[config.mk]
export PLATFORM = sky130hd
export DESIGN_NAME = pad_bank_ctrl
export DESIGN_NICKNAME = d
export VERILOG_FILES = /design/src/rtl/pad_bank_pkg.sv /design/src/rtl/pad_bank_chan.sv /design/src/rtl/pad_bank_ctrl.sv
export SDC_FILE = /design/constraint.sdc
export NUM_CORES = 1
export LEC_CHECK = 0
export BUFFER_PORTS_ARGS = -buffer_cell sky130_fd_sc_hd__buf_2
export CAP_MARGIN = 20
export CORE_MARGIN = 4
export CORE_UTILIZATION = 49
export CTS_BUF_LIST = sky130_fd_sc_hd__clkbuf_4
export CTS_CLUSTER_SIZE = 25
export DETAILED_ROUTE_END_ITERATION = 10
export GPL_ROUTABILITY_DRIVEN = 0
export PLACE_DENSITY_LB_ADDON = 0.15
export SLEW_MARGIN = 20
export SYNTH_ARGS = -nofsm -noshare
export SYNTH_HDL_FRONTEND = slang
export SYNTH_HIERARCHICAL = 1
export SYNTH_SLANG_ARGS = --single-unit
[constraint.sdc]
create_clock -name clk -period 1.9 [get_ports clk]
set_input_delay 0.19 -clock clk [delete_from_list [all_inputs] [get_ports clk]]
set_output_delay 0.19 -clock clk [all_outputs]
set_load 0.03 [all_outputs]
[src/rtl/pad_bank_pkg.sv]
// pad_bank_pkg: shared constants, parameter range checks and the per-channel
// state bundle used by pad_bank_ctrl and pad_bank_chan.
//   MAX_WIDTH           largest supported number of channels in one bank
//   FILTER_CNT_W        width of the per-channel glitch-filter counter
//   chan_state_t        {level, prev, status} view of one channel
//   *_ok() functions    legal-range checks evaluated at elaboration

package pad_bank_pkg;

   localparam int unsigned MAX_WIDTH        = 32;
   localparam int unsigned FILTER_CNT_W     = 4;
   localparam int unsigned MIN_SYNC_STAGES  = 2;
   localparam int unsigned MAX_SYNC_STAGES  = 4;
   localparam int unsigned MIN_FILTER_CYCLES = 2;
   localparam int unsigned MAX_FILTER_CYCLES = 15;

   typedef struct packed {
      logic level;   // synchronised (and possibly filtered) pad level
      logic prev;    // level one cycle earlier
      logic status;  // sticky edge status
   } chan_state_t;

   function automatic bit width_ok(int unsigned n);
      return (n >= 1) && (n <= MAX_WIDTH);
   endfunction

   function automatic bit sync_stages_ok(int unsigned n);
      return (n >= MIN_SYNC_STAGES) && (n <= MAX_SYNC_STAGES);
   endfunction

   function automatic bit filter_cycles_ok(int unsigned n);
      return (n >= MIN_FILTER_CYCLES) && (n <= MAX_FILTER_CYCLES);
   endfunction

endpackage

[src/rtl/pad_bank_chan.sv]
// pad_bank_chan: one pad channel input path.
//   Synchroniser of SYNC_STAGES flops, optional glitch filter (macro
//   PAD_BANK_GLITCH_FILTER_EN), rise/fall edge detect and one sticky status bit.
// Ports:
//   clk_i, rst_ni   core clock, async active-low reset
//   pad_dout_i      asynchronous pad level
//   rise_en_i       capture rising edges
//   fall_en_i       capture falling edges
//   irq_clr_i       clear pulse for the status bit
//   level_o         synchronised (filtered) level
//   status_o        sticky edge status

module pad_bank_chan
   import pad_bank_pkg::*;
#(
   parameter int unsigned SYNC_STAGES   = 2,
   parameter int unsigned FILTER_CYCLES = 4
) (
   input  logic clk_i,
   input  logic rst_ni,
   input  logic pad_dout_i,
   input  logic rise_en_i,
   input  logic fall_en_i,
   input  logic irq_clr_i,
   output logic level_o,
   output logic status_o
);

   if (!sync_stages_ok(SYNC_STAGES)) begin : g_bad_sync
      $error("pad_bank_chan: SYNC_STAGES out of range");
   end
   if (!filter_cycles_ok(FILTER_CYCLES)) begin : g_bad_filter
      $error("pad_bank_chan: FILTER_CYCLES out of range");
   end

   logic [SYNC_STAGES-1:0] sync_q;
   logic                   sync_out;
   logic                   level;
   logic                   prev_q;
   logic                   status_q, status_d;
   logic                   rise, fall;
   chan_state_t            st;

   // Plain flop chain; bit 0 is the metastability-exposed stage.
   always_ff @(posedge clk_i or negedge rst_ni) begin
      if (!rst_ni) begin
         sync_q <= '0;
      end else begin
         sync_q <= {sync_q[SYNC_STAGES-2:0], pad_dout_i};
      end
   end

   assign sync_out = sync_q[SYNC_STAGES-1];

`ifdef PAD_BANK_GLITCH_FILTER_EN
   logic [FILTER_CNT_W-1:0] cnt_q, cnt_d;
   logic                    flt_q, flt_d;

   // Counter runs only while the synchroniser disagrees with the filtered
   // level; any agreement restarts it, so short pulses never get through.
   always_comb begin
      cnt_d = '0;
      flt_d = flt_q;
      if (sync_out != flt_q) begin
         if (cnt_q == FILTER_CNT_W'(FILTER_CYCLES - 1)) begin
            flt_d = ~flt_q;
         end else begin
            cnt_d = cnt_q + 1'b1;
         end
      end
   end

   always_ff @(posedge clk_i or negedge rst_ni) begin
      if (!rst_ni) begin
         cnt_q <= '0;
         flt_q <= 1'b0;
      end else begin
         cnt_q <= cnt_d;
         flt_q <= flt_d;
      end
   end

   assign level = flt_q;
`else
   assign level = sync_out;
`endif

   always_comb begin
      st.level  = level;
      st.prev   = prev_q;
      st.status = status_q;
   end

   assign rise = st.level & ~st.prev & rise_en_i;
   assign fall = ~st.level & st.prev & fall_en_i;

   // Edge is OR-ed in after the clear, so a coincident edge wins.
   assign status_d = (st.status & ~irq_clr_i) | rise | fall;

   always_ff @(posedge clk_i or negedge rst_ni) begin
      if (!rst_ni) begin
         prev_q   <= 1'b0;
         status_q <= 1'b0;
      end else begin
         prev_q   <= st.level;
         status_q <= status_d;
      end
   end

   assign level_o  = st.level;
   assign status_o = st.status;

endmodule

[src/rtl/pad_bank_ctrl.sv]
// pad_bank_ctrl: controller for one bank of bidirectional pad cells.
//   Registers output value/direction toward the pads, synchronises the pad
//   inputs and collects rise/fall edges into sticky maskable status.
//   Optional glitch filter on the input path: macro PAD_BANK_GLITCH_FILTER_EN.
// Ports:
//   clk, reset_n     core clock, async active-low reset
//   out_val, out_en  per-channel drive value and drive enable
//   pad_din, pad_oen to pad cells (pad_oen active low, 1 = hi-Z)
//   pad_dout         asynchronous level from pad cells
//   in_val           synchronised (filtered) pad level
//   rise_en, fall_en edge capture enables
//   irq_clr          per-bit status clear pulse
//   irq_status, irq  sticky status and its registered OR

module pad_bank_ctrl
   import pad_bank_pkg::*;
#(
   parameter int unsigned WIDTH         = 8,
   parameter int unsigned SYNC_STAGES   = 2,
   parameter int unsigned FILTER_CYCLES = 4
) (
   input  logic             clk,
   input  logic             reset_n,
   input  logic [WIDTH-1:0] out_val,
   input  logic [WIDTH-1:0] out_en,
   output logic [WIDTH-1:0] pad_din,
   output logic [WIDTH-1:0] pad_oen,
   input  logic [WIDTH-1:0] pad_dout,
   output logic [WIDTH-1:0] in_val,
   input  logic [WIDTH-1:0] rise_en,
   input  logic [WIDTH-1:0] fall_en,
   input  logic [WIDTH-1:0] irq_clr,
   output logic [WIDTH-1:0] irq_status,
   output logic             irq
);

   if (!width_ok(WIDTH)) begin : g_bad_width
      $error("pad_bank_ctrl: WIDTH out of range");
   end

   logic [WIDTH-1:0] din_q, din_d;
   logic [WIDTH-1:0] oen_q, oen_d;
   logic             irq_q, irq_d;

   assign din_d = out_val;
   assign oen_d = ~out_en;
   assign irq_d = |irq_status;

   // Pads come out of reset undriven (OEN high) and low.
   always_ff @(posedge clk or negedge reset_n) begin
      if (!reset_n) begin
         din_q <= '0;
         oen_q <= '1;
         irq_q <= 1'b0;
      end else begin
         din_q <= din_d;
         oen_q <= oen_d;
         irq_q <= irq_d;
      end
   end

   assign pad_din = din_q;
   assign pad_oen = oen_q;
   assign irq     = irq_q;

   for (genvar i = 0; i < WIDTH; i++) begin : g_chan
      pad_bank_chan #(
         .SYNC_STAGES   (SYNC_STAGES),
         .FILTER_CYCLES (FILTER_CYCLES)
      ) u_chan (
         .clk_i      (clk),
         .rst_ni     (reset_n),
         .pad_dout_i (pad_dout[i]),
         .rise_en_i  (rise_en[i]),
         .fall_en_i  (fall_en[i]),
         .irq_clr_i  (irq_clr[i]),
         .level_o    (in_val[i]),
         .status_o   (irq_status[i])
      );
   end

endmodule

Yosys cells after proc, flatten, opt, wreduce, memory -nomap -nowiden
Index checks and enable logic that the tools add are counted.
{"block": "classes", "n_addsub": 0, "multipliers": 0, "n_div": 0, "order_cmp": 0, "eq_ne": 0, "n_shift": 0, "mux": 0, "bitwise_logic": 81, "reduce_logical": 1}
{"operator": "$and 1x1->1", "n": 40}
{"operator": "$not 1->1", "n": 24}
{"operator": "$or 1x1->1", "n": 16}
{"operator": "$not 8->8", "n": 1}
{"operator": "$reduce_or 8->1", "n": 1}
{"block": "word_totals", "register_bits": 49, "latchBits": 0, "mem_bits_rw": 0, "rom_bits": 0, "input_bits": 50, "wordCells": 109, "memories": 0}

Logic depth before layout (Yosys ltp)
Gate-level depths: netlist of the first run.
{"block": "depth", "depth_word": 5, "mapped_depth": 2, "mapped_depth_nobuf": 2}

By module
The synthesis of the first run kept the hierarchy.
{"mod": "pad_bank_chan", "instances": 8, "cells_per_inst": 8, "area_each_um2": 130.1, "seq_area_each_um2": 100.1}
{"mod": "pad_bank_ctrl", "instances": 1, "cells_per_inst": 28, "area_each_um2": 481.7, "seq_area_each_um2": 435.4}

Worst setup path after synthesis of the first run
No wires, ideal clock.
{"block": "synth_path", "kind": "register to register", "from": "reg g_chan[1].u_chan.status_q", "to": "reg irq_q, in the netlist irq", "setup_time_ns": 0.129, "arrival_ns": 0.836, "t_required_ns": 1.771, "slack_ns": 0.935, "path_stages_with_launch": 3, "period_less_slack_ns": 0.965, "cell_sequence": "dfrtp_1 > nor4_1 > nand2_1"}
{"block": "synth_between", "elab_chain_len": 1}
{"element": "start: declaration", "line": "pad_bank_chan.sv:40", "rtl": "logic status_q, status_d;"}
{"element": "start signal: assignment", "line": "pad_bank_chan.sv:106", "rtl": "status_q <= status_d;"}
{"element": "$reduce_or 8->1", "line": "pad_bank_ctrl.sv:47", "rtl": "assign irq_d = |irq_status;"}
{"element": "via irq_d", "line": "pad_bank_ctrl.sv:43", "rtl": "logic irq_q, irq_d;"}
{"element": "end signal: assignment", "line": "pad_bank_ctrl.sv:58", "rtl": "irq_q <= irq_d;"}
{"element": "end: declaration", "line": "pad_bank_ctrl.sv:43"}
The timed path passes the listed nets, and every way through them passes these cells.

Worst setup path in the final report of the first run
{"block": "layout_path", "from": "reg oen_q[5], in the netlist pad_oen[5]", "to": "out pad_oen[5]"}
{"element": "start: declaration", "line": "pad_bank_ctrl.sv:42", "rtl": "logic [WIDTH-1:0] oen_q, oen_d;"}
{"element": "start signal: assignment", "line": "pad_bank_ctrl.sv:57", "rtl": "oen_q <= oen_d;"}
{"element": "end: declaration", "line": "pad_bank_ctrl.sv:27", "rtl": "output logic [WIDTH-1:0] pad_oen,"}
No word-level cell between the ends.

==> report_table.html, run 1 <==
<table>
<tr><th>Metric</th><th>Value</th></tr>
<tr><th colspan="2">Critical path</th></tr>
<tr><td>CP max-delay cell</td><td>dfstp_2</td></tr>
<tr><td>Largest delay share family, worst path</td><td>flip-flops</td></tr>
<tr><td>Crit start category</td><td>flip-flop</td></tr>
<tr><td>Worst EP arrival</td><td>1.08 ns</td></tr>
<tr><td>Maximum fanout along the worst path</td><td>1</td></tr>
<tr><td>Kind of critical path</td><td>reg2out</td></tr>
<tr><td>Setup crit end kind</td><td>output port</td></tr>
<tr><td>Delay of the slowest cell on the worst path</td><td>0.54 ns</td></tr>
<tr><td>CP cell instances</td><td>buf_2</td></tr>
<tr><td>Required arrival time at the worst endpoint</td><td>1.71 ns</td></tr>
<tr><td>Critical path buffer and inverter count</td><td>1</td></tr>
<tr><th colspan="2">Floorplanning</th></tr>
<tr><td>Total number of placement rows</td><td>19</td></tr>
<tr><td>Total core area</td><td>2850 sq um</td></tr>
<tr><td>I/O Pins</td><td>83</td></tr>
<tr><td>Die extent in y</td><td>63.7 um</td></tr>
<tr><td>DIE AREA</td><td>4060 sq um</td></tr>
<tr><td>Die Span X</td><td>63.7 um</td></tr>
<tr><td>Initial Utilization</td><td>53.4%</td></tr>
<tr><th colspan="2">Power and ir drop</th></tr>
<tr><td>Cell leakage power</td><td>1.18 nW</td></tr>
<tr><td>Peak ir drop on the vdd network</td><td>0.731 mV</td></tr>
<tr><td>Power Density</td><td>874 nW/um^2</td></tr>
<tr><td>Total power consumption of the routed design</td><td>0.00203 W</td></tr>
<tr><th colspan="2">Synth</th></tr>
<tr><td>Top cells by area, synth</td><td>dfrtp_1 (67%), dfstp_2 (14%), o211ai_2 (6.6%)</td></tr>
<tr><td>Syn_area_per_cell</td><td>16.6 sq um</td></tr>
<tr><td>Synth Net Count</td><td>142</td></tr>
<tr><td>Share of flip-flops with an asynchronous set or reset</td><td>100%</td></tr>
<tr><td>Post-synthesis sequential element count</td><td>49</td></tr>
<tr><td>Most numerous cell types in the synthesized netlist</td><td>dfrtp_1 (41), nand2_1 (9)</td></tr>
<tr><td>Area of the mapped netlist</td><td>1520 sq um</td></tr>
<tr><td>Synth top area share</td><td>67.4%</td></tr>
<tr><td>Count of flip-flops with a built-in enable after synthesis</td><td>0</td></tr>
<tr><td>Synthesis Warnings</td><td>6</td></tr>
<tr><td>Count of distinct cell types in the synthesized netlist</td><td>8</td></tr>
<tr><td>Synth Instances</td><td>92</td></tr>
<tr><td>Most frequently used cell type in the post-synthesis netlist</td><td>dfrtp_1</td></tr>
<tr><td>Sequential share of the synthesized area</td><td>81.2%</td></tr>
<tr><td>Most instantiated flip-flop cell in the synthesis netlist</td><td>dfrtp_1</td></tr>
<tr><td>Synth area leader</td><td>dfrtp_1</td></tr>
<tr><th colspan="2">STA</th></tr>
<tr><td>Share of the cycle needed by the critical path after routing</td><td>66.9%</td></tr>
<tr><td>Hold violation total from the final report</td><td>0</td></tr>
<tr><td>Min setup slack post-route</td><td>0.630 ns</td></tr>
<tr><td>Sum Neg Setup Slack</td><td>0 ns</td></tr>
<tr><td>Minimum clock period after layout</td><td>1.27 ns</td></tr>
<tr><td>Highest attainable clock frequency</td><td>787 MHz</td></tr>
<tr><td>Worst setup skew after layout</td><td>0.00721 ns</td></tr>
<tr><td>Minimum hold slack</td><td>0.0889 ns</td></tr>
<tr><td>Unrepaired setup endpoints after global routing</td><td>false</td></tr>
<tr><td>Transition time of the tightest slew-check pin</td><td>0.553 ns</td></tr>
<tr><td>Relative slew slack</td><td>63.1%</td></tr>
<tr><td>Slew Limit Fails</td><td>0</td></tr>
<tr><td>Finish-stage setup viols</td><td>0</td></tr>
<tr><th colspan="2">Routing</th></tr>
<tr><td>Vias per Instance</td><td>4.64</td></tr>
<tr><td>Post-DRT Antenna Nets</td><td>0</td></tr>
<tr><td>Vias</td><td>1108</td></tr>
<tr><td>Violation count after the first detailed-routing iteration</td><td>25</td></tr>
<tr><td>Remaining DRCs</td><td>0</td></tr>
<tr><td>Routed wirelength normalized by instance count</td><td>14.5 um</td></tr>
<tr><td>DR pass1 iterations</td><td>2</td></tr>
<tr><td>Detailed Route WL</td><td>3480 um</td></tr>
<tr><th colspan="2">Clocking</th></tr>
<tr><td>Clock insertion delay at the later pin of the skew report</td><td>0.35 ns</td></tr>
<tr><td>Clock-pin transition on the worst setup and hold timing paths</td><td>0.13 ns</td></tr>
<tr><td>Number of CTS-inserted buffers</td><td>5</td></tr>
<tr><td>Post CTS Setup Buffer Count</td><td>0</td></tr>
<tr><td>Clock Path Buffers</td><td>2</td></tr>
<tr><td>H-tree lvl count</td><td>2</td></tr>
<tr><td>Clock tree from TritonCTS</td><td>yes</td></tr>
<tr><td>Cells resized by post-CTS repair</td><td>0</td></tr>
<tr><td>Cell at the root of the clock tree</td><td>clkbuf_4</td></tr>
<tr><td>CTS sink cnt</td><td>49</td></tr>
<tr><td>CTS hold repair buffers</td><td>25</td></tr>
<tr><th colspan="2">Global route</th></tr>
<tr><td>Number of global-route vias before repair</td><td>1276</td></tr>
<tr><td>Final global-route overflow total</td><td>0</td></tr>
<tr><td>Global-route total usage across every layer</td><td>19.1%</td></tr>
<tr><td>Wire length of the first global-routing pass</td><td>5870 um</td></tr>
<tr><td>Maximum number of pins on one net before global-route repair</td><td>26</td></tr>
<tr><td>Initial antenna violation count</td><td>0</td></tr>
<tr><th colspan="2">Final layout</th></tr>
<tr><td>Ant. Diodes</td><td>0</td></tr>
<tr><td>Synthesis-to-layout area growth</td><td>52.4%</td></tr>
<tr><td>Final non-filler cell total</td><td>239</td></tr>
<tr><td>Share of layout cells above drive strength 1</td><td>51.0%</td></tr>
<tr><td>Net count, final</td><td>257</td></tr>
<tr><td>Fill cell total of the finished layout</td><td>167</td></tr>
<tr><th colspan="2">Placed design</th></tr>
<tr><td>Placed cell count</td><td>206</td></tr>
<tr><td>Total of buffers placed on input and output ports</td><td>82</td></tr>
<tr><td>HPWL after detailed placement</td><td>2380 um</td></tr>
<tr><td>Worst slack at placement</td><td>0.915 ns</td></tr>
<tr><th colspan="2">Run</th></tr>
<tr><td>Max-cap viol count</td><td>0</td></tr>
<tr><th colspan="2">Run status</th></tr>
<tr><td>Status</td><td>complete, no violations</td></tr>
<tr><th colspan="2">Min path</th></tr>
<tr><td>Type of the tightest min-delay check</td><td>in2reg</td></tr>
</table>
[registers in the layout, indices dropped and copies added, names as in the netlist]
signal,flops
irq,1
pad_din,8
g_chan.u_chan/sync_q,16
pad_oen,8
g_chan.u_chan/status_o,8
g_chan.u_chan/prev_q,8
[metrics by stage]
stage | utilization [%] | area (sq um)
finish | 81.4 | 2320
global route | 81.4 | 2320
CTS | 81.4 | 2320
detailed placement | 69.8 | 1990
global placement | 69.8 | 1990
floorplan | - | 1520
[cells by family after synthesis]
group	share of synthesized area (%)
AOI/OAI and AO/OA	6.57
buffers and inverters	1.97
DFF	81.2
and+or+nand+nor	10.3
[layout make-up]
class	instances	area [sq um]	area share, %
clock inverter	3	41.3	1.78
clock buffer	5	37.5	1.62
multi-input combinational	35	256	11.1
inverter	8	30.0	1.29
sequential	49	1240	53.3
timing repair buffer	108	681	29.3
tap	31	38.8	1.67
[placed cells by master, fill, tap and decap left out]
cell,Yosys,final
dlygate4sd3_1,0,25
clkinv_1,0,1
clkbuf_4,0,5
dfstp_2,8,8
nand3b_1,8,8
o211ai_2,8,8
nand2b_1,8,8
nor4_1,2,2
buf_12,0,1
nand2_1,9,9
clkinvlp_4,0,1
inv_1,8,8
dfrtp_1,41,41
buf_2,0,82
bufinv_16,0,1
[where the power goes]
part / leakage, nW / total, W / internal, W / switching [W]
registers: 0.564 / 0.00115 / 0.00111 / 0.0000357
clock network: 0.0389 / 0.000575 / 0.000273 / 0.000302
logic: 0.575 / 0.000306 / 0.000130 / 0.000176
total: 1.18 / 0.00203 / 0.00151 / 0.000514
[metal layers]
metal	share of wire (%)	wire (um)	GRT usage [%]	vias up
li1	-	-	-	527
met1	36	1260	20.5	525
met2	53	1840	33.8	51
met3	9.7	338	9.28	5
met4	1.0	36	5.12	0
met5	0	0	0	-
[path summary, 6_finish.rpt]
path | to | slack, ns | from | depth (start not counted)
min | g_chan[7].u_chan/status_o | 0.09 | rise_en[7] | 3
max reg2reg | irq | 0.93 | g_chan[1].u_chan/status_o | 2
max | pad_oen[5] | 0.63 | pad_oen[5] | 1
min in group asynchronous | g_chan[3].u_chan/status_o | 0.34 | reset_n | 2
min reg2reg | g_chan[5].u_chan/sync_q[1] | 0.37 | g_chan[5].u_chan/sync_q[0] | 0
max in group asynchronous | pad_oen[2] | 0.96 | reset_n | 3
[worst reg2reg max path, stage by stage (launching register included)]
cell and delay (ns):
dfrtp_1 0.42, nor4_1 0.36, nand2_1 0.09
No activity file was read; power rests on OpenSTA's default activity.
==> run 2: changes to the inputs <==
--- a/config.mk
+++ b/config.mk
@@ -5,10 +5,11 @@
 export SDC_FILE = /design/constraint.sdc
 export NUM_CORES = 1
 export LEC_CHECK = 0
+export ABC_AREA = 1
 export BUFFER_PORTS_ARGS = -buffer_cell sky130_fd_sc_hd__buf_2
 export CAP_MARGIN = 20
 export CORE_MARGIN = 4
-export CORE_UTILIZATION = 49
+export CORE_UTILIZATION = 45
 export CTS_BUF_LIST = sky130_fd_sc_hd__clkbuf_4
 export CTS_CLUSTER_SIZE = 25
 export DETAILED_ROUTE_END_ITERATION = 10
==> constraint.sdc (replaced) <==
create_clock -name clk -period 1.2 [get_ports clk]
set_input_delay 0.12 -clock clk [delete_from_list [all_inputs] [get_ports clk]]
set_output_delay 0.12 -clock clk [all_outputs]
set_load 0.03 [all_outputs]
==> run 2 against run 1 <==
Effect of this change:
- sequential cell count is the same
- first-iteration DRC count grew 130%
- power grew 51%
- area after synthesis grew 2.6%
- synthesized cell count grew 39%
- die area grew 10%
- clock power grew 25%
- final area grew 7.4%
- clock-buffer cell count is the same
- critical endpoint is now pad_oen[0]
- largest power group unchanged
==> report_table.html, run 2 <==
<table>
<tr><th>Metric</th><th>Value</th></tr>
<tr><th colspan="2">Final layout</th></tr>
<tr><td>Most used cells in the layout excluding fill and tap cells</td><td>buf_2 (74), dfrtp_1 (41), inv_1 (40), dlygate4sd3_1 (34), nand3_1 (24)</td></tr>
<tr><td>Ant. Diodes</td><td>0</td></tr>
<tr><td>Share of layout cells above drive strength 1</td><td>38.7%</td></tr>
<tr><td>Fill cell total of the finished layout</td><td>241</td></tr>
<tr><td>Flip-flop count of the largest register, all copies and words added</td><td>16</td></tr>
<tr><td>Leading cell type in the layout, fill and taps excluded</td><td>buf_2</td></tr>
<tr><td>Net count, final</td><td>302</td></tr>
<tr><td>Synthesis-to-layout area growth</td><td>59.5%</td></tr>
<tr><td>Largest Register</td><td>g_chan.u_chan/sync_q</td></tr>
<tr><td>Post-Route Utilization</td><td>74.7%</td></tr>
<tr><th colspan="2">Power and ir drop</th></tr>
<tr><td>Power Density</td><td>1230 nW/um^2</td></tr>
<tr><td>Cell leakage power</td><td>1.37 nW</td></tr>
<tr><td>Peak ir drop on the vdd network</td><td>0.874 mV</td></tr>
<tr><th colspan="2">STA</th></tr>
<tr><td>Minimum hold slack</td><td>0.00485 ns</td></tr>
<tr><td>Relative slew slack</td><td>83.3%</td></tr>
<tr><td>Worst setup skew after layout</td><td>0.00980 ns</td></tr>
<tr><td>Share of the cycle needed by the critical path after routing</td><td>95.8%</td></tr>
<tr><td>Highest attainable clock frequency</td><td>870 MHz</td></tr>
<tr><td>Slew Limit Fails</td><td>0</td></tr>
<tr><td>Unrepaired setup endpoints after global routing</td><td>true</td></tr>
<tr><td>Sum Neg Setup Slack</td><td>0 ns</td></tr>
<tr><td>Min setup slack post-route</td><td>0.0507 ns</td></tr>
<tr><td>Hold violation total from the final report</td><td>0</td></tr>
<tr><td>Transition time of the tightest slew-check pin</td><td>0.251 ns</td></tr>
<tr><td>Minimum clock period after layout</td><td>1.15 ns</td></tr>
<tr><td>Finish-stage setup viols</td><td>0</td></tr>
<tr><th colspan="2">Critical path</th></tr>
<tr><td>Required arrival time at the worst endpoint</td><td>1.08 ns</td></tr>
<tr><td>Crit start category</td><td>flip-flop</td></tr>
<tr><td>Kind of critical path</td><td>reg2out</td></tr>
<tr><td>Worst EP arrival</td><td>1.03 ns</td></tr>
<tr><td>Last element of the critical path</td><td>pad_oen[0]</td></tr>
<tr><td>Critical path buffer and inverter count</td><td>1</td></tr>
<tr><td>Largest delay share family, worst path</td><td>flip-flops</td></tr>
<tr><td>Launch point of the worst reg-to-reg path</td><td>g_chan[1].u_chan/status_o</td></tr>
<tr><td>Maximum fanout along the worst path</td><td>1</td></tr>
<tr><td>CP cell instances</td><td>buf_6</td></tr>
<tr><td>Delay of the slowest cell on the worst path</td><td>0.56 ns</td></tr>
<tr><td>Setup crit end kind</td><td>output port</td></tr>
<tr><td>Worst reg2reg path endpoint</td><td>irq</td></tr>
<tr><td>Critical Path Start</td><td>pad_oen[0]</td></tr>
<tr><td>CP max-delay cell</td><td>dfstp_2</td></tr>
<tr><td>Number of cell instances on the worst register-to-register path</td><td>4</td></tr>
<tr><td>Critical Path Stages</td><td>1</td></tr>
<tr><td>Setup slack, reg-to-reg</td><td>0.45 ns</td></tr>
<tr><th colspan="2">Clocking</th></tr>
<tr><td>Post CTS Setup Buffer Count</td><td>0</td></tr>
<tr><td>Clock tree from TritonCTS</td><td>yes</td></tr>
<tr><td>H-tree lvl count</td><td>2</td></tr>
<tr><td>Cell at the root of the clock tree</td><td>clkbuf_4</td></tr>
<tr><td>CTS sink cnt</td><td>49</td></tr>
<tr><td>Clock insertion delay at the later pin of the skew report</td><td>0.35 ns</td></tr>
<tr><td>Number of CTS-inserted buffers</td><td>5</td></tr>
<tr><td>Clock Path Buffers</td><td>2</td></tr>
<tr><td>Clock-pin transition on the worst setup and hold timing paths</td><td>0.14 ns</td></tr>
<tr><th colspan="2">Floorplanning</th></tr>
<tr><td>Die Span X</td><td>66.9 um</td></tr>
<tr><td>Initial Utilization</td><td>46.8%</td></tr>
<tr><td>Total core area</td><td>3340 sq um</td></tr>
<tr><td>Total number of placement rows</td><td>21</td></tr>
<tr><td>DIE AREA</td><td>4480 sq um</td></tr>
<tr><td>Die extent in y</td><td>66.9 um</td></tr>
<tr><td>I/O Pins</td><td>83</td></tr>
<tr><th colspan="2">Min path</th></tr>
<tr><td>Type of the tightest min-delay check</td><td>in2reg</td></tr>
<tr><td>Min-Delay Path Depth</td><td>3</td></tr>
<tr><td>Worst hold path startpoint</td><td>fall_en[4]</td></tr>
<tr><th colspan="2">Global route</th></tr>
<tr><td>Number of global-route vias before repair</td><td>1236</td></tr>
<tr><td>Met2 demand-to-capacity share in global routing</td><td>29.3%</td></tr>
<tr><td>Global-route total usage across every layer</td><td>17.3%</td></tr>
<tr><td>Maximum number of pins on one net before global-route repair</td><td>50</td></tr>
<tr><td>Top Usage Layer GRT</td><td>met2</td></tr>
<tr><td>Met3 capacity usage during global routing</td><td>7.42%</td></tr>
<tr><td>Wire length of the first global-routing pass</td><td>5580 um</td></tr>
<tr><td>Final global-route overflow total</td><td>0</td></tr>
<tr><td>Met1 track demand over resource in global routing</td><td>18.7%</td></tr>
<tr><td>Initial antenna violation count</td><td>0</td></tr>
<tr><th colspan="2">Synth</th></tr>
<tr><td>Post-synthesis sequential element count</td><td>49</td></tr>
<tr><td>Count of distinct cell types in the synthesized netlist</td><td>6</td></tr>
<tr><td>Most numerous cell types in the synthesized netlist</td><td>dfrtp_1 (41), inv_1 (40), nand3_1 (24), nand2_1 (13), dfstp_2 (8)</td></tr>
<tr><td>Top cells by area, synth</td><td>dfrtp_1 (66%), dfstp_2 (13%), inv_1 (9.6%)</td></tr>
<tr><td>Syn_area_per_cell</td><td>12.2 sq um</td></tr>
<tr><td>Synth top area share</td><td>65.7%</td></tr>
<tr><td>Count of flip-flops with a built-in enable after synthesis</td><td>0</td></tr>
<tr><td>Area of the mapped netlist</td><td>1560 sq um</td></tr>
<tr><td>Sequential share of the synthesized area</td><td>79.1%</td></tr>
<tr><td>Synth area leader</td><td>dfrtp_1</td></tr>
<tr><td>Most frequently used cell type in the post-synthesis netlist</td><td>dfrtp_1</td></tr>
<tr><td>Synthesis Warnings</td><td>6</td></tr>
<tr><td>Synth Net Count</td><td>178</td></tr>
<tr><td>Most instantiated flip-flop cell in the synthesis netlist</td><td>dfrtp_1</td></tr>
<tr><td>Synth Instances</td><td>128</td></tr>
<tr><td>Share of flip-flops with an asynchronous set or reset</td><td>100%</td></tr>
<tr><th colspan="2">Routing</th></tr>
<tr><td>Remaining DRCs</td><td>0</td></tr>
<tr><td>Vias per Instance</td><td>4.16</td></tr>
<tr><td>Post-DRT Antenna Nets</td><td>0</td></tr>
<tr><td>Detailed Route WL</td><td>3540 um</td></tr>
<tr><td>Vias</td><td>1243</td></tr>
<tr><td>DR pass1 iterations</td><td>4</td></tr>
<tr><td>Routed wirelength normalized by instance count</td><td>11.9 um</td></tr>
<tr><td>Violation count after the first detailed-routing iteration</td><td>58</td></tr>
<tr><th colspan="2">Run</th></tr>
<tr><td>Max-cap viol count</td><td>0</td></tr>
<tr><th colspan="2">Placed design</th></tr>
<tr><td>Total of buffers placed on input and output ports</td><td>82</td></tr>
<tr><td>Worst slack at placement</td><td>0.397 ns</td></tr>
<tr><td>HPWL after detailed placement</td><td>2200 um</td></tr>
<tr><th colspan="2">Run status</th></tr>
<tr><td>Status</td><td>complete, no violations</td></tr>
</table>
run 2: worst register-to-register path, stage by stage, from the launching register on:
cell	delay [ns]
dfrtp_1	0.42
inv_1	0.06
nand2_1	0.04
nor2_1	0.10
nand2_1	0.06
run 2: how the worst min path moves through the flow:
stage,to
after floorplan,g_chan[0].u_chan/prev_q
after global placement,g_chan[1].u_chan/status_o
after detailed placement,g_chan[1].u_chan/prev_q
after CTS,g_chan[5].u_chan/status_o
after global routing,g_chan[1].u_chan/status_o
final,g_chan[4].u_chan/status_o
run 2: power breakdown:
part           switching, W  leakage [nW]  total [W]  internal (W)
clock              0.000493        0.0326   0.000716      0.000223
sequential        0.0000552         0.564    0.00182       0.00176
combinational      0.000291         0.777   0.000527      0.000236
run 2: final cells by class:
class,count,area [sq um],share of cell area [%]
inverter,40,150,6.02
timing repair buffer,117,817,32.8
sequential,49,1240,49.6
clock buffer,5,37.5,1.51
multi-input combinational,39,176,7.08
tap,46,57.6,2.31
clock inverter,3,17.5,0.703
run 2: logic make-up (layout without fill, tap and decap cells):
| logic type | after synthesis | after routing | share of synthesized area, % |
|---|---|---|---|
| and+or+nand+nor | 39 | 39 | 11.3 |
| buffers and inverters | 40 | 165 | 9.61 |
| DFF | 49 | 49 | 79.1 |
run 2: metal layers:
metal  vias up  part of all wire, %
met2        52                   52
met3         6                   11
li1        621                    -
met4         0                  1.2
met1       564                   36
met5         -                    0
run 2: timing repair:
| item | in CTS | in global routing |
|---|---|---|
| pin swaps | 0 | 0 |
| hold buffers | 33 | 1 |
| gates resized for setup | 7 | 9 |
| setup endpoints to repair | 7 | 8 |
| hold endpoints to repair | 78 | 1 |
run 2: metrics by stage:
step                cells  total power [W]  cell area [sq um]
floorplan             128          0.00206               1560
global placement      257          0.00226               2050
detailed placement    257          0.00227               2050
CTS                   298          0.00308               2450
global route          299          0.00323               2490
finish                299          0.00306               2490
==> run 3: changes to the inputs <==
--- a/config.mk
+++ b/config.mk
@@ -8,13 +8,16 @@
 export ABC_AREA = 1
 export BUFFER_PORTS_ARGS = -buffer_cell sky130_fd_sc_hd__buf_2
 export CAP_MARGIN = 20
+export CELL_PAD_IN_SITES_DETAIL_PLACEMENT = 1
+export CELL_PAD_IN_SITES_GLOBAL_PLACEMENT = 1
 export CORE_MARGIN = 4
-export CORE_UTILIZATION = 45
+export CORE_UTILIZATION = 34
 export CTS_BUF_LIST = sky130_fd_sc_hd__clkbuf_4
 export CTS_CLUSTER_SIZE = 25
 export DETAILED_ROUTE_END_ITERATION = 10
 export GPL_ROUTABILITY_DRIVEN = 0
 export PLACE_DENSITY_LB_ADDON = 0.15
+export RECOVER_POWER = 50
 export SLEW_MARGIN = 20
 export SYNTH_ARGS = -nofsm -noshare
 export SYNTH_HDL_FRONTEND = slang
==> run 3 against run 2 <==
Effect of this change:
- clock skew shrank 0.0036 ns
- sequential share of layout area shrank 1.7 points
- combinational power grew 4.0%
- global-route usage shrank 0.93 points
- via count grew 7.7%
- first-iteration DRC count shrank 45%
- core utilization shrank 16 points
- final cell count grew 4.3%
- critical path depth is the same
==> report_table.html, run 3 (synthesis results as in run 2) <==
<table>
<tr><th>Metric</th><th>Value</th></tr>
<tr><th colspan="2">Power and ir drop</th></tr>
<tr><td>Clock power share</td><td>28.5%</td></tr>
<tr><td>Comb pwr share</td><td>16.6%</td></tr>
<tr><td>Cell leakage power</td><td>1.40 nW</td></tr>
<tr><td>Power Density</td><td>1280 nW/um^2</td></tr>
<tr><td>Peak ir drop on the vdd network</td><td>0.935 mV</td></tr>
<tr><td>P_int</td><td>0.00246 W</td></tr>
<tr><td>Sw frac</td><td>25.6%</td></tr>
<tr><td>Total power consumption of the routed design</td><td>0.00331 W</td></tr>
<tr><td>Sequential Power Share</td><td>54.9%</td></tr>
<tr><td>Net switching component of the power</td><td>0.000849 W</td></tr>
<tr><th colspan="2">Placed design</th></tr>
<tr><td>HPWL after detailed placement</td><td>2720 um</td></tr>
<tr><td>Total of buffers placed on input and output ports</td><td>82</td></tr>
<tr><td>Placed standard-cell area</td><td>2060 sq um</td></tr>
<tr><th colspan="2">STA</th></tr>
<tr><td>Worst setup skew after layout</td><td>0.00617 ns</td></tr>
<tr><td>Minimum hold slack</td><td>0.0247 ns</td></tr>
<tr><td>Highest attainable clock frequency</td><td>861 MHz</td></tr>
<tr><td>Slew Limit Fails</td><td>0</td></tr>
<tr><td>Hold violation total from the final report</td><td>0</td></tr>
<tr><td>Transition time of the tightest slew-check pin</td><td>0.663 ns</td></tr>
<tr><td>Minimum clock period after layout</td><td>1.16 ns</td></tr>
<tr><td>Relative slew slack</td><td>55.8%</td></tr>
<tr><td>Unrepaired setup endpoints after global routing</td><td>true</td></tr>
<tr><td>Finish-stage setup viols</td><td>0</td></tr>
<tr><td>Share of the cycle needed by the critical path after routing</td><td>96.8%</td></tr>
<tr><th colspan="2">Routing</th></tr>
<tr><td>Vias</td><td>1339</td></tr>
<tr><td>Routed wirelength normalized by instance count</td><td>13.7 um</td></tr>
<tr><td>Violation count after the first detailed-routing iteration</td><td>32</td></tr>
<tr><td>Vias per Instance</td><td>4.29</td></tr>
<tr><td>Post-DRT Antenna Nets</td><td>0</td></tr>
<tr><td>DR pass1 iterations</td><td>4</td></tr>
<tr><td>Detailed Route WL</td><td>4290 um</td></tr>
<tr><td>Remaining DRCs</td><td>0</td></tr>
<tr><th colspan="2">Global route</th></tr>
<tr><td>Maximum number of pins on one net before global-route repair</td><td>50</td></tr>
<tr><td>Global-route total usage across every layer</td><td>16.4%</td></tr>
<tr><td>Initial antenna violation count</td><td>0</td></tr>
<tr><td>Wire length of the first global-routing pass</td><td>6870 um</td></tr>
<tr><td>Final global-route overflow total</td><td>0</td></tr>
<tr><td>Number of global-route vias before repair</td><td>1524</td></tr>
<tr><th colspan="2">Critical path</th></tr>
<tr><td>Launch point of the worst reg-to-reg path</td><td>g_chan[1].u_chan/status_o</td></tr>
<tr><td>CP cell instances</td><td>buf_6</td></tr>
<tr><td>Required arrival time at the worst endpoint</td><td>1.08 ns</td></tr>
<tr><td>Number of cell instances on the worst register-to-register path</td><td>4</td></tr>
<tr><td>Setup slack, reg-to-reg</td><td>0.42 ns</td></tr>
<tr><td>CP max-delay cell</td><td>dfstp_2</td></tr>
<tr><td>Setup crit end kind</td><td>output port</td></tr>
<tr><td>Kind of critical path</td><td>reg2out</td></tr>
<tr><td>Delay of the slowest cell on the worst path</td><td>0.57 ns</td></tr>
<tr><td>Largest delay share family, worst path</td><td>flip-flops</td></tr>
<tr><td>Maximum fanout along the worst path</td><td>1</td></tr>
<tr><td>Worst EP arrival</td><td>1.04 ns</td></tr>
<tr><td>Crit start category</td><td>flip-flop</td></tr>
<tr><td>Critical path buffer and inverter count</td><td>1</td></tr>
<tr><td>Worst reg2reg path endpoint</td><td>irq</td></tr>
<tr><th colspan="2">Final layout</th></tr>
<tr><td>Largest Register</td><td>g_chan.u_chan/sync_q</td></tr>
<tr><td>Flip-flop count of the largest register, all copies and words added</td><td>16</td></tr>
<tr><td>Leading cell type in the layout, fill and taps excluded</td><td>buf_2</td></tr>
<tr><td>Area of all placed cells without fillers</td><td>2580 sq um</td></tr>
<tr><td>Share of layout cells above drive strength 1</td><td>36.9%</td></tr>
<tr><td>Ant. Diodes</td><td>0</td></tr>
<tr><td>Net count, final</td><td>309</td></tr>
<tr><td>Synthesis-to-layout area growth</td><td>65.3%</td></tr>
<tr><td>Most used cells in the layout excluding fill and tap cells</td><td>buf_2 (72), dfrtp_1 (41), dlygate4sd3_1 (41), inv_1 (40), nand3_1 (24)</td></tr>
<tr><th colspan="2">Floorplanning</th></tr>
<tr><td>Total number of placement rows</td><td>24</td></tr>
<tr><td>Total core area</td><td>4410 sq um</td></tr>
<tr><td>Die Span X</td><td>75.8 um</td></tr>
<tr><td>DIE AREA</td><td>5740 sq um</td></tr>
<tr><td>I/O Pins</td><td>83</td></tr>
<tr><td>Die extent in y</td><td>75.8 um</td></tr>
<tr><td>Initial Utilization</td><td>35.4%</td></tr>
<tr><th colspan="2">Run</th></tr>
<tr><td>Max-cap viol count</td><td>0</td></tr>
<tr><th colspan="2">Clocking</th></tr>
<tr><td>Clock Path Buffers</td><td>2</td></tr>
<tr><td>Number of CTS-inserted buffers</td><td>5</td></tr>
<tr><td>Clock tree from TritonCTS</td><td>yes</td></tr>
<tr><td>Cell at the root of the clock tree</td><td>clkbuf_4</td></tr>
<tr><td>CTS sink cnt</td><td>49</td></tr>
<tr><td>H-tree lvl count</td><td>2</td></tr>
<tr><td>Post CTS Setup Buffer Count</td><td>0</td></tr>
<tr><td>Clock-pin transition on the worst setup and hold timing paths</td><td>0.13 ns</td></tr>
<tr><td>Clock insertion delay at the later pin of the skew report</td><td>0.35 ns</td></tr>
<tr><th colspan="2">Min path</th></tr>
<tr><td>Worst hold path startpoint</td><td>rise_en[3]</td></tr>
<tr><td>Type of the tightest min-delay check</td><td>in2reg</td></tr>
<tr><td>Hold path endpoint</td><td>g_chan[3].u_chan/status_o</td></tr>
<tr><td>Min-Delay Path Depth</td><td>3</td></tr>
<tr><th colspan="2">Run status</th></tr>
<tr><td>Status</td><td>complete, no violations</td></tr>
</table>
==> run 3: how the worst max path moves through the flow <==
stage | from | to | slack, ns | cells after the start
2_1_floorplan | g_chan[0].u_chan/status_o | irq | 0.34 | 4
3_3_place_gp | pad_oen[5] | pad_oen[5] | 0.40 | 1
3_5_place_dp | pad_oen[7] | pad_oen[7] | 0.40 | 1
4_1_cts | pad_oen[3] | pad_oen[3] | 0.003 | 1
5_1_grt | pad_oen[3] | pad_oen[3] | -0.01 | 1
6_report | pad_oen[3] | pad_oen[3] | 0.04 | 1
==> run 3: timing repair <==
action                     4_1_cts  5_1_grt
resized for setup                8        8
hold buffers                    41        0
setup endpoints to repair        8        8
hold endpoints to repair        80        0
==> run 3: power by group through the flow <==
stage	Combinational, W	Sequential (W)	Clock (W)
after floorplan	0.0000712	0.00199	0
after global placement	0.000425	0.00184	0
after detailed placement	0.000437	0.00185	0
after CTS	0.000548	0.00182	0.000991
after global routing	0.000605	0.00184	0.00106
final	0.000548	0.00182	0.000945
==> run 3: cell type report <==
class                      instances  area (sq um)
timing repair buffer             124           876
tap                               52          65.1
sequential                        49          1240
clock buffer                       6          45.0
clock inverter                     2          33.8
inverter                          40           150
fill                             485          1830
multi-input combinational         39           176
==> run 3: worst register-to-register path, stage by stage, from the launching register on <==
cell and delay, ns:
dfrtp_1 0.42, inv_1 0.06, nand2_1 0.04, nor2_1 0.10
nand2_1 0.06
==> run 3: through the flow <==
step                      std cells  util [%]  setup slack [ns]  setup TNS, ns
after floorplan                 128         -             0.340              0
after global placement          263      46.6             0.402              0
after detailed placement        263      46.6             0.397              0
after CTS                       312      58.2           0.00304              0
after global routing            312      58.5           -0.0104        -0.0159
final                           312      58.5            0.0383              0
==> run 3: per-layer routing <==
| metal | vias to the layer above | routed length [um] | track usage [%] |
|---|---|---|---|
| met2 | 56 | 2360 | 30.7 |
| met1 | 641 | 1500 | 16.8 |
| met5 | - | 0 | 0 |
| li1 | 635 | - | - |
| met3 | 7 | 368 | 6.20 |
| met4 | 0 | 58 | 4.66 |
